**src/rtl/crc_stream_pkg.sv**
```systemverilog
// Shared widths, state encoding and defaults for the CRC frame appender.
package crc_stream_pkg;

    localparam int CRC_W              = 8;
    localparam int COUNT_W            = 16;
    localparam int TIMEOUT_CYCLES_DEF = 64;

    typedef enum logic [1:0] {
        PASS,
        WAIT_CRC,
        EMIT_CRC,
        DRAIN
    } state_e;

endpackage

```
**src/rtl/crc_stream_outreg.sv**
```systemverilog
// Single-entry registered output stage: data, last and a valid/ready handshake.
module crc_stream_outreg
    import crc_stream_pkg::*;
(
    input  logic             clock,
    input  logic             reset,
    input  logic             load_i,
    input  logic [CRC_W-1:0] data_i,
    input  logic             last_i,
    input  logic             ready_i,
    output logic [CRC_W-1:0] data_o,
    output logic             valid_o,
    output logic             last_o,
    output logic             free_o
);

    logic [CRC_W-1:0] data_q;
    logic             valid_q;
    logic             last_q;

    always_ff @(posedge clock) begin
        if (!reset) begin
            data_q  <= '0;
            valid_q <= 1'b0;
            last_q  <= 1'b0;
        end else if (load_i) begin
            data_q  <= data_i;
            last_q  <= last_i;
            valid_q <= 1'b1;
        end else if (ready_i) begin
            // NOTE: only valid drops on a handshake; data/last keep their value,
            // so nothing moves while the consumer is stalling.
            valid_q <= 1'b0;
        end
    end

    assign data_o  = data_q;
    assign valid_o = valid_q;
    assign last_o  = last_q;
    assign free_o  = !valid_q || ready_i;

endmodule

```
**src/rtl/crc_frame_appender.sv**
```systemverilog
// Forwards payload bytes and appends one CRC-8 byte per frame, counting completed frames.
// Define CRC_APPEND_TIMEOUT_EN to substitute 0x00 when the CRC fails to arrive in time.
module crc_frame_appender
    import crc_stream_pkg::*;
#(
    parameter int TIMEOUT_CYCLES = TIMEOUT_CYCLES_DEF
) (
    input  logic               clock,
    input  logic               reset,
    input  logic [CRC_W-1:0]   s_data,
    input  logic               s_valid,
    input  logic               s_last,
    output logic               s_ready,
    input  logic [CRC_W-1:0]   crc_in,
    input  logic               crc_valid,
    output logic [CRC_W-1:0]   m_data,
    output logic               m_valid,
    output logic               m_last,
    input  logic               m_ready,
    output logic [COUNT_W-1:0] frame_count,
    output logic               timeout_err
);

    state_e             state_q;
    logic [CRC_W-1:0]   hold_q;
    logic [COUNT_W-1:0] frame_count_q;

    logic               out_free;
    logic               out_load;
    logic [CRC_W-1:0]   out_data;
    logic               out_last;
    logic               s_accept;
    logic               m_accept;

`ifdef CRC_APPEND_TIMEOUT_EN
    localparam int TMO_W = (TIMEOUT_CYCLES > 1) ? $clog2(TIMEOUT_CYCLES) : 1;
    localparam logic [TMO_W-1:0] TMO_LAST = TMO_W'(TIMEOUT_CYCLES - 1);

    logic [TMO_W-1:0] tmo_q;
    logic             timeout_err_q;
`endif

    // s_ready is combinational, so it is masked explicitly while reset is asserted.
    assign s_ready  = reset && (state_q == PASS) && out_free;
    assign s_accept = s_valid && s_ready;
    assign m_accept = m_valid && m_ready;

    always_comb begin
        // NOTE: every output gets a default first so no path can infer a latch.
        out_load = s_accept;
        out_data = s_data;
        out_last = 1'b0;
        if (state_q == EMIT_CRC) begin
            out_load = out_free;
            out_data = hold_q;
            out_last = 1'b1;
        end
    end

    always_ff @(posedge clock) begin
        if (!reset) begin
            state_q       <= PASS;
            hold_q        <= '0;
            frame_count_q <= '0;
`ifdef CRC_APPEND_TIMEOUT_EN
            tmo_q         <= '0;
            timeout_err_q <= 1'b0;
`endif
        end else begin
`ifdef CRC_APPEND_TIMEOUT_EN
            tmo_q         <= '0;
            timeout_err_q <= 1'b0;
`endif
            case (state_q)
                PASS: begin
                    // A CRC arriving with the last beat skips the wait state entirely.
                    if (s_accept && s_last) begin
                        if (crc_valid) begin
                            hold_q  <= crc_in;
                            state_q <= EMIT_CRC;
                        end else begin
                            state_q <= WAIT_CRC;
                        end
                    end
                end
                WAIT_CRC: begin
                    if (crc_valid) begin
                        hold_q  <= crc_in;
                        state_q <= EMIT_CRC;
                    end
`ifdef CRC_APPEND_TIMEOUT_EN
                    else if (tmo_q == TMO_LAST) begin
                        hold_q        <= '0;
                        timeout_err_q <= 1'b1;
                        state_q       <= EMIT_CRC;
                    end else begin
                        tmo_q <= tmo_q + 1'b1;
                    end
`endif
                end
                EMIT_CRC: begin
                    if (out_free) state_q <= DRAIN;
                end
                DRAIN: begin
                    if (m_accept) begin
                        frame_count_q <= frame_count_q + 1'b1;
                        state_q       <= PASS;
                    end
                end
                default: state_q <= PASS;
            endcase
        end
    end

    crc_stream_outreg u_outreg (
        .clock   (clock),
        .reset   (reset),
        .load_i  (out_load),
        .data_i  (out_data),
        .last_i  (out_last),
        .ready_i (m_ready),
        .data_o  (m_data),
        .valid_o (m_valid),
        .last_o  (m_last),
        .free_o  (out_free)
    );

    assign frame_count = frame_count_q;

`ifdef CRC_APPEND_TIMEOUT_EN
    assign timeout_err = timeout_err_q;
`else
    assign timeout_err = 1'b0;
`endif

endmodule

```
**config.mk**
```make
export PLATFORM = sky130hd
export DESIGN_NAME = crc_frame_appender
export DESIGN_NICKNAME = d
export VERILOG_FILES = /design/src/rtl/crc_stream_pkg.sv /design/src/rtl/crc_stream_outreg.sv /design/src/rtl/crc_frame_appender.sv
export SDC_FILE = /design/constraint.sdc
export NUM_CORES = 1
export LEC_CHECK = 0
export BUFFER_PORTS_ARGS = -buffer_cell sky130_fd_sc_hd__clkbuf_2
export CORE_ASPECT_RATIO = 1.25
export CORE_MARGIN = 8
export CORE_UTILIZATION = 40
export CTS_BUF_LIST = sky130_fd_sc_hd__clkbuf_4
export DETAILED_ROUTE_END_ITERATION = 16
export PLACE_DENSITY = 0.67
export SYNTH_ARGS = -nofsm -noshare
export SYNTH_HDL_FRONTEND = slang
export SYNTH_SLANG_ARGS = --single-unit
```
**constraint.sdc**
```tcl
create_clock -name clock -period 4.9 [get_ports clock]
set_input_delay 0.49 -clock clock [delete_from_list [all_inputs] [get_ports clock]]
set_output_delay 0.49 -clock clock [all_outputs]
set_load 0.1 [all_outputs]
```
== Word-level counts from Yosys, hierarchy flattened ==
Index checks and enable logic that the tools add are counted.

* Bits in registers: 36
* Bits of input ports: 22
* Bits in writable memories: 0
* Bits in latches: 0
* Bits in read-only memories: 0
* Memories kept: 0

* Add/sub/neg operators: 1
* Reduce and logical (&&, ||, !) cells: 13
* Magnitude comparators: 0
* Eq/ne operators: 7
* Bitwise gates (word level): 0
* Div/mod/pow operators: 0
* Multiplexer cells: 14
* Multiply operators: 0
* Shift-type cells: 0

{| class="wikitable"
|+ Operator list
! cell !! count
|-
| 2-to-1 mux 8 bit || 3
|-
| adder 16 x 1 -> 16 bit (second input constant) || 1
|-
| one-hot mux 8 bit (2 select lines) || 1
|-
| 2-to-1 mux 2 bit || 5
|-
| one-hot mux 2 bit (4 select lines) || 1
|-
| != test 2 bit (second input constant) || 3
|-
| logical AND 1 bit || 5
|-
| equality test 2 bit (second input constant) || 2
|-
| 2-to-1 mux 1 bit || 4
|-
| AND reduction 2 bit || 2
|-
| AND reduction 4 bit || 1
|-
| nonzero test 2 bit || 2
|-
| equality test 2 x 1 -> 1 bit (second input constant) || 1
|-
| logical NOT 2 bit || 1
|-
| != test 2 x 1 -> 1 bit (second input constant) || 1
|-
| logical NOT 1 bit || 1
|-
| logical OR 1 bit || 1
|}

== Depth between registers and ports, before layout ==
Gate-level depths: netlist of run 1.

* Word-level depth: 7
* Gate-level depth with buffers: 7
* Gate-level depth less buffers: 6

== By module ==
Synthesis of run 1 repeated with hierarchy kept, for this count alone.

* Cells, all modules: 174
* Area total of the unflattened synthesis: 1,699.1 um^2

{| class="wikitable"
|+ By module, submodules not included
! module !! area an instance (um^2) !! cells an instance !! seq. area each (um^2) !! instances
|-
| crc_frame_appender || 1,323.8 || 142 || 520.5 || 1
|-
| crc_stream_outreg || 375.4 || 32 || 200.2 || 1
|}

== Worst setup path after synthesis of run 1 ==
OpenSTA, ideal clock, no wires.

* Kind: reg-to-reg
* Start: register frame_count_q[2], in the netlist frame_count[2]
* End: register frame_count_q[15], in the netlist frame_count[15]
* Cell stages (with the launch flop): 6
* Arrival time: 2.295 ns
* Path buffers: 1
* Path slack: 2.534 ns
* Path through: dfxtp_1 buf_4 nand3_1 or2_4 or4_1 a21oi_1

* Word-level cells in the longest chain between the ends: 1

{| class="wikitable"
|+ Ends and longest elaborated chain
! what !! line !! text
|-
| from (decl) || crc_frame_appender.sv:26 || <nowiki>logic [COUNT_W-1:0] frame_count_q;</nowiki>
|-
| from (signal assigned) || crc_frame_appender.sv:106 || <nowiki>frame_count_q <= frame_count_q + 1'b1;</nowiki>
|-
| adder 16 x 1 -> 16 bit || crc_frame_appender.sv:106 ||
|}

No other way between the ends.
A chain may end at the register's enable or synchronous reset.

== Worst setup path after layout of run 1 ==
* Start: register state_q[0]
* End: register u_outreg.data_q[2], in the netlist u_outreg.data_o[2]

* Word-level cells in the longest chain between the ends: 5
* Elaborated cells on any way between the ends: 7
* Classes of those cells: eq/ne: 1; mux: 2; reduce/logical: 4

{| class="wikitable"
|+ Ends and longest elaborated chain
! what !! line !! text
|-
| from (decl) || crc_frame_appender.sv:24 || <nowiki>state_e state_q;</nowiki>
|-
| from (signal assigned) || crc_frame_appender.sv:62 || <nowiki>state_q <= PASS;</nowiki>
|-
| from (signal assigned) || crc_frame_appender.sv:80 || <nowiki>state_q <= EMIT_CRC;</nowiki>
|-
| from (signal assigned) || crc_frame_appender.sv:82 || <nowiki>state_q <= WAIT_CRC;</nowiki>
|-
| logical NOT 2 bit || crc_frame_appender.sv:44 || <nowiki>assign s_ready = reset && (state_q == PASS) && out_free;</nowiki>
|-
| logical AND 1 bit (2 in series) || crc_frame_appender.sv:44 ||
|-
| logical AND 1 bit || crc_frame_appender.sv:45 || <nowiki>assign s_accept = s_valid && s_ready;</nowiki>
|-
| 2-to-1 mux 1 bit || crc_frame_appender.sv:53 || <nowiki>if (state_q == EMIT_CRC) begin</nowiki>
|-
| to (signal assigned) || crc_stream_outreg.sv:27 || <nowiki>data_q <= data_i;</nowiki>
|-
| to (decl) || crc_stream_outreg.sv:17 || <nowiki>logic [CRC_W-1:0] data_q;</nowiki>
|}

Several ways; a longest one is shown, not always the timed one.

==> out/results.ini, run 1 <==
[status]
status=complete, no violations

[synth]
netlist_area_um2=1680
synthArstFlopShare_pct=0
netlist-cell-type-count=39
synth.top_cell.area_share_pct=42.9
synth-seq-cells=36
synthTopCellsByArea=dfxtp_1 (43%), mux2i_1 (11%), nor2_1 (6.5%)
postSynthAreaPerCell_um2=9.28
yosysWarnings=0
yosys_most_used_dff=dfxtp_1
yosysSeqAreaShare_pct=42.9
synth_top_cell_by_area=dfxtp_1
syn-num-nets=209
synth_edf_count=0
syn_inst=181

[grt]
grt_usage_pct=12.5
grt_pass1_wl_mm=6.32
antenna_found_initial=0
grt_overflow=0
grt_pass1_vias=1311
grt_max_degree=36

[setup_path]
worstSetupPathType=reg -> reg
startpoint=state_q[0]
crit_chain=inv_1 -> ha_1 -> a31oi_1 -> nor2_1 -> nor2_1 -> a211oi_1
slowest_delay_ns=0.72
reg2reg_to=u_outreg.data_o[2]
crit_slowest_cell=nor2_1
ff2ff_path_depth=6
crit_end=u_outreg.data_o[2]
r2r_start=state_q[0]
reg2reg_slack_ns=2.55
worst_path_most_repeated_cell=nor2_1
critPathLaunchType=register
arrival_ns=2.57
crit_fanout=16
endpoint_kind=register
required_ns=5.12

[route]
via_per_inst=5.04
detail_route.first_pass.iterations=4
drtAntennaViolNets=0
routed_wl_mm=3.95
first_iter_violations=64
vias=1435
drc_errors=0
routedWlPerCell_um=13.9

[placed_design]
numPlacedInstances=277
placement.io_buffers=48
dp_worst_setup_slack_ns=2.57
place_hpwl_mm=2.92
place.gp.congestion=0.765
place_area_um2=1950

[flow_run]
drv_cap=0

[final_layout]
final_cells=285
final_common_cell=clkbuf_2
syn_to_final_growth_pct=20.9
final_util_pct=49.9
n_antenna_cell=0
finalInstanceArea_um2=2030
final_nets=256
drive_above_1_share_pct=27.1
layout_common_cells=clkbuf_2 (48), dfxtp_1 (36), nor2_1 (29), mux2i_1 (19), nand2_1 (10)

[cts]
cts_buffers=5
ctsResizeCount=0
holdBufCountCts=0
post_cts_buffers=0
cts_buffer_depth=2
cts_sinks=36
root_buffer=clkbuf_4
htreeDepth=2
tritoncts=built
clk_latency_ns=0.34
clkTransAtPathRegs_ns=0.11

[power_and_ir_drop]
p_per_area_nw_per_um2=532
p_sw_uw=516
swShare_pct=47.8
internal-power_uw=563
p_comb_share_pct=46.3
vdd_drop_max_mv=0.279
clkPwrFrac_pct=19.8
p_leak_nw=0.828
total_power_mw=1.08
seq_power_share_pct=33.9

[sta]
finalSetupViolations=0
fin_skew_ns=0.00698
finalWorstSetupSlack_ns=2.55
slew_headroom_pct=34.3
timing.setup.tns_ns=0
fmaxAchievable_mhz=426
period_needed_ns=2.35
drv_slew=0
grt_setup_unrepaired=false
whs_ns=0.378
fin_crit_sh_pct=47.9
worst_slew_pin_slew_ns=0.980
hold_viol_final=0

[die]
fp.dieArea_um2=6540
die_w_um=74.0
io_pins=50
core_area_um2=4070
initial_core_util_pct=41.3
rows=26
die_height_um=88.4

[worst_hold_path]
hold_path_class=in -> reg

## sequential cells by signal, indices dropped and copies added, names as in the netlist
register	count
hold_q	8
frame_count	16
u_outreg.valid_o	1
state_q	2
u_outreg.last_o	1
u_outreg.data_o	8
## cell usage after synthesis, drive strengths merged (2+ instances only)
cell	instances
nor3	2
inv	2
nor2	29
nand2b	2
a21o	2
dfxtp	36
or3	4
and3	3
clkbuf	2
nand3	8
buf	6
a21oi	7
and4	3
nand4	4
xnor2	5
o21ai	5
mux2i	19
a211oi	8
xor2	5
nand2	10
ha	6
## logic make-up (layout without fill, tap and decap cells)
family	Yosys count	after routing	synth area share, %
compound gates	27	27	11.5
xor+xnor	10	10	5.22
simple gates	71	71	21.3
other cells	1	1	0.223
buf+inv	11	59	3.06
flops	36	36	42.9
fa+ha+maj	6	6	4.47
mux	19	19	11.3
## metal layers
layer | share of wire (%) | vias up | global-route usage, %
met5 | 0 | - | 0
met4 | 1.8 | 0 | 5.46
met3 | 7.7 | 5 | 4.20
met2 | 46 | 44 | 19.8
met1 | 45 | 653 | 14.9
li1 | - | 733 | -
## worst max-delay path: cells and delay by family, from the launching register on
family	cells	cell delay, ns
compound gates	2	0.36
fa+ha+maj	1	0.57
buf+inv	1	0.12
flops	1	0.37
simple gates	2	0.80
## how the worst min path moves through the flow
stage               cells past startpoint         endpoint       startpoint  slack, ns
detailed placement                      2  frame_count[15]  frame_count[15]       0.47
floorplan                               2        hold_q[0]        hold_q[0]       0.46
finish                                  3        hold_q[7]        crc_in[7]       0.38
CTS                                     3        hold_q[7]        crc_in[7]       0.37
global route                            3        hold_q[4]        crc_in[4]       0.37
global placement                        2  frame_count[15]  frame_count[15]       0.46
## area by class of cell
type	count	area (um^2)
fillers	383	2040
multi-input cells	134	907
flip-flops and latches	36	721
repair buffers	48	240
well taps	56	70.1
clock buffers	6	45.0
clock inverters	2	35.0
inverters	3	11.3
## power by group through the flow
| stage | registers (mW) | clock network (mW) | logic (mW) |
|---|---|---|---|
| floorplan | 0.579 | 0 | 0.212 |
| CTS | 0.365 | 0.219 | 0.501 |
| detailed placement | 0.372 | 0 | 0.501 |
| finish | 0.366 | 0.214 | 0.499 |
| global route | 0.371 | 0.237 | 0.526 |
| global placement | 0.371 | 0 | 0.495 |
Note: power is estimated with default switching activity, not from simulation.
==> run 2: changes to the inputs <==
==> constraint.sdc (replaced) <==
create_clock -name clock -period 2.3 [get_ports clock]
set_input_delay 0.23 -clock clock [delete_from_list [all_inputs] [get_ports clock]]
set_output_delay 0.23 -clock clock [all_outputs]
set_load 0.1 [all_outputs]
==> run 2 against run 1 <==
Utilization shrank 0.15 points. Final cell count grew 0.70%. Total power grew 100%. Final area shrank 0.31%. Non-clock buffer count grew 2. Setup slack lost 2.2 ns. Via count grew 0.14%. Die area is the same. Clock-buffer cell count grew 1.
==> out/results.ini, run 2 (synthesis results as in run 1) <==
[die]
core_area_um2=4070  ; unchanged
rows=26  ; unchanged
initial_core_util_pct=41.3  ; unchanged
fp.dieArea_um2=6540  ; unchanged
io_pins=50  ; unchanged
die_height_um=88.4  ; unchanged
die_w_um=74.0  ; unchanged

[sta]
timing.setup.tns_ns=0  ; unchanged
drv_slew=0  ; unchanged
slew_headroom_pct=58.9  ; +25 points
hold_viol_final=0  ; unchanged
finalWorstSetupSlack_ns=0.316  ; -2.24 ns
worst_slew_pin_slew_ns=0.616  ; -0.364 ns
fin_skew_ns=0.00862  ; +0.00164 ns
period_needed_ns=1.98
whs_ns=0.125  ; -0.253 ns
fmaxAchievable_mhz=504
finalSetupViolations=0  ; unchanged
fin_crit_sh_pct=86.2
grt_setup_unrepaired=false

[cts]
tritoncts=built
holdBufCountCts=0  ; unchanged
cts_buffer_depth=2  ; unchanged
ctsResizeCount=0  ; unchanged
cts_buffers=5  ; unchanged
root_buffer=clkbuf_4
post_cts_buffers=0  ; unchanged
htreeDepth=2  ; unchanged
clkTransAtPathRegs_ns=0.11  ; about the same
clk_latency_ns=0.33  ; about the same
cts_sinks=36  ; unchanged

[placed_design]
dp_worst_setup_slack_ns=0.458  ; -2.11 ns
place.gp.congestion=0.743  ; -2.8%
numPlacedInstances=279  ; +0.72%
place_hpwl_mm=2.85  ; -2.2%
placement.io_buffers=48  ; unchanged

[route]
via_per_inst=5.01  ; -0.56%
drtAntennaViolNets=0  ; unchanged
routedWlPerCell_um=13.3  ; -4.3%
detail_route.first_pass.iterations=4  ; unchanged
routed_wl_mm=3.81  ; -3.6%
drc_errors=0  ; unchanged
first_iter_violations=79  ; +23%
vias=1437  ; +0.14%

[power_and_ir_drop]
swShare_pct=49.4  ; +1.6 points
p_comb_share_pct=48.8  ; +2.5 points
p_leak_nw=0.827  ; -0.13%
p_per_area_nw_per_um2=1090  ; +100%
vdd_drop_max_mv=0.603  ; +120%
internal-power_mw=1.11  ; +98%
seq_power_share_pct=35.2  ; +1.3 points
p_sw_mw=1.09  ; +110%
total_power_mw=2.20  ; +100%
clkPwrFrac_pct=15.9  ; -3.9 points

[worst_hold_path]
hold-path-endpoint=hold_q[6]
holdPathStages=3  ; unchanged
hold_path_class=in -> reg
hp-start=crc_in[6]

[final_layout]
n_antenna_cell=0  ; unchanged
final_nets=258  ; +0.78%
drive_above_1_share_pct=28.1  ; +1.1 points
final_common_cell=clkbuf_2
syn_to_final_growth_pct=20.5
fill_cells=412  ; +7.6%
final_cells=287  ; +0.70%
layout_common_cells=clkbuf_2 (48), dfxtp_1 (34), nor2_1 (29), mux2i_1 (19), nand2_1 (10)
largest_reg_flops=16  ; unchanged

[setup_path]
crit_chain=inv_1 -> ha_1 -> and3_1 -> clkbuf_2
reg2reg_slack_ns=0.46  ; -2.09 ns
critPathLaunchType=register
ff2ff_path_depth=7  ; +1
crit_fanout=6  ; -10
arrival_ns=1.75  ; -0.82 ns
slowest_delay_ns=0.45  ; -0.27 ns
worst-path-buf-inv=2  ; +1
crit_slowest_cell=clkbuf_2
reg2reg_to=u_outreg.data_o[5]
endpoint_kind=output port
required_ns=2.07  ; -3.05 ns
critPathTopFamily=buffers and inverters
worstSetupPathType=reg -> out
r2r_start=state_q[0]

[grt]
grt_use_met2_pct=19.5  ; -0.32 points
grt_max_degree=19  ; -47%
antenna_found_initial=0  ; unchanged
grt_pass1_vias=1398  ; +6.6%
grt_usage_pct=12.4  ; -0.14 points
grt_pass1_wl_mm=6.41  ; +1.4%
use_met3_pct=2.83  ; -1.4 points
grt_overflow=0  ; unchanged
met1_usage_pct=15.6  ; +0.66 points
top_usage_layer=met2

[status]
status=complete, no violations

[flow_run]
drv_cap=0  ; unchanged

==> run 2: power groups by stage <==
stage               registers, mW  clock network, mW  logic [mW]
floorplan                    1.24                  0       0.452
global placement            0.787                  0        1.07
detailed placement          0.789                  0        1.08
CTS                         0.776              0.361        1.08
global route                0.790              0.389        1.15
finish                      0.776              0.350        1.08
==> run 2: worst max-delay path by stage <==
stage / from / to / depth (start not counted) / slack [ns]
after global routing: state_q[0] / s_ready / 4 / 0.17
after CTS: state_q[0] / s_ready / 4 / 0.31
after detailed placement: state_q[0] / u_outreg.data_o[5] / 7 / 0.46
after floorplan: frame_count[3] / frame_count[15] / 4 / 0.008
final: state_q[0] / s_ready / 4 / 0.32
after global placement: state_q[1] / hold_q[0] / 6 / 0.52
==> run 2: layout make-up <==
| class | count | area (um^2) | share of cell area (%) |
|---|---|---|---|
| clock buffer | 7 | 52.6 | 2.60 |
| multi-input combinational | 134 | 907 | 44.8 |
| clock inverter | 1 | 3.75 | 0.186 |
| tap | 56 | 70.1 | 3.46 |
| sequential | 36 | 723 | 35.7 |
| timing repair buffer | 50 | 255 | 12.6 |
| inverter | 3 | 11.3 | 0.557 |
==> run 2: worst min-delay path: stages <==
cell and delay (ns):
clkbuf_2 0.08, mux2i_1 0.05, nor2_1 0.07
==> run 2: per-stage QoR <==
| step | utilization [%] | area [um^2] |
|---|---|---|
| finish | 49.8 | 2020 |
| global placement | 48.4 | 1970 |
| detailed placement | 48.4 | 1970 |
| global route | 49.8 | 2020 |
| CTS | 49.8 | 2020 |
| floorplan | - | 1680 |
==> run 2: per-layer routing <==
layer	vias up	part of all wire (%)
li1	736	-
met1	661	48
met2	35	45
met3	5	4.7
met4	0	1.7
met5	-	0
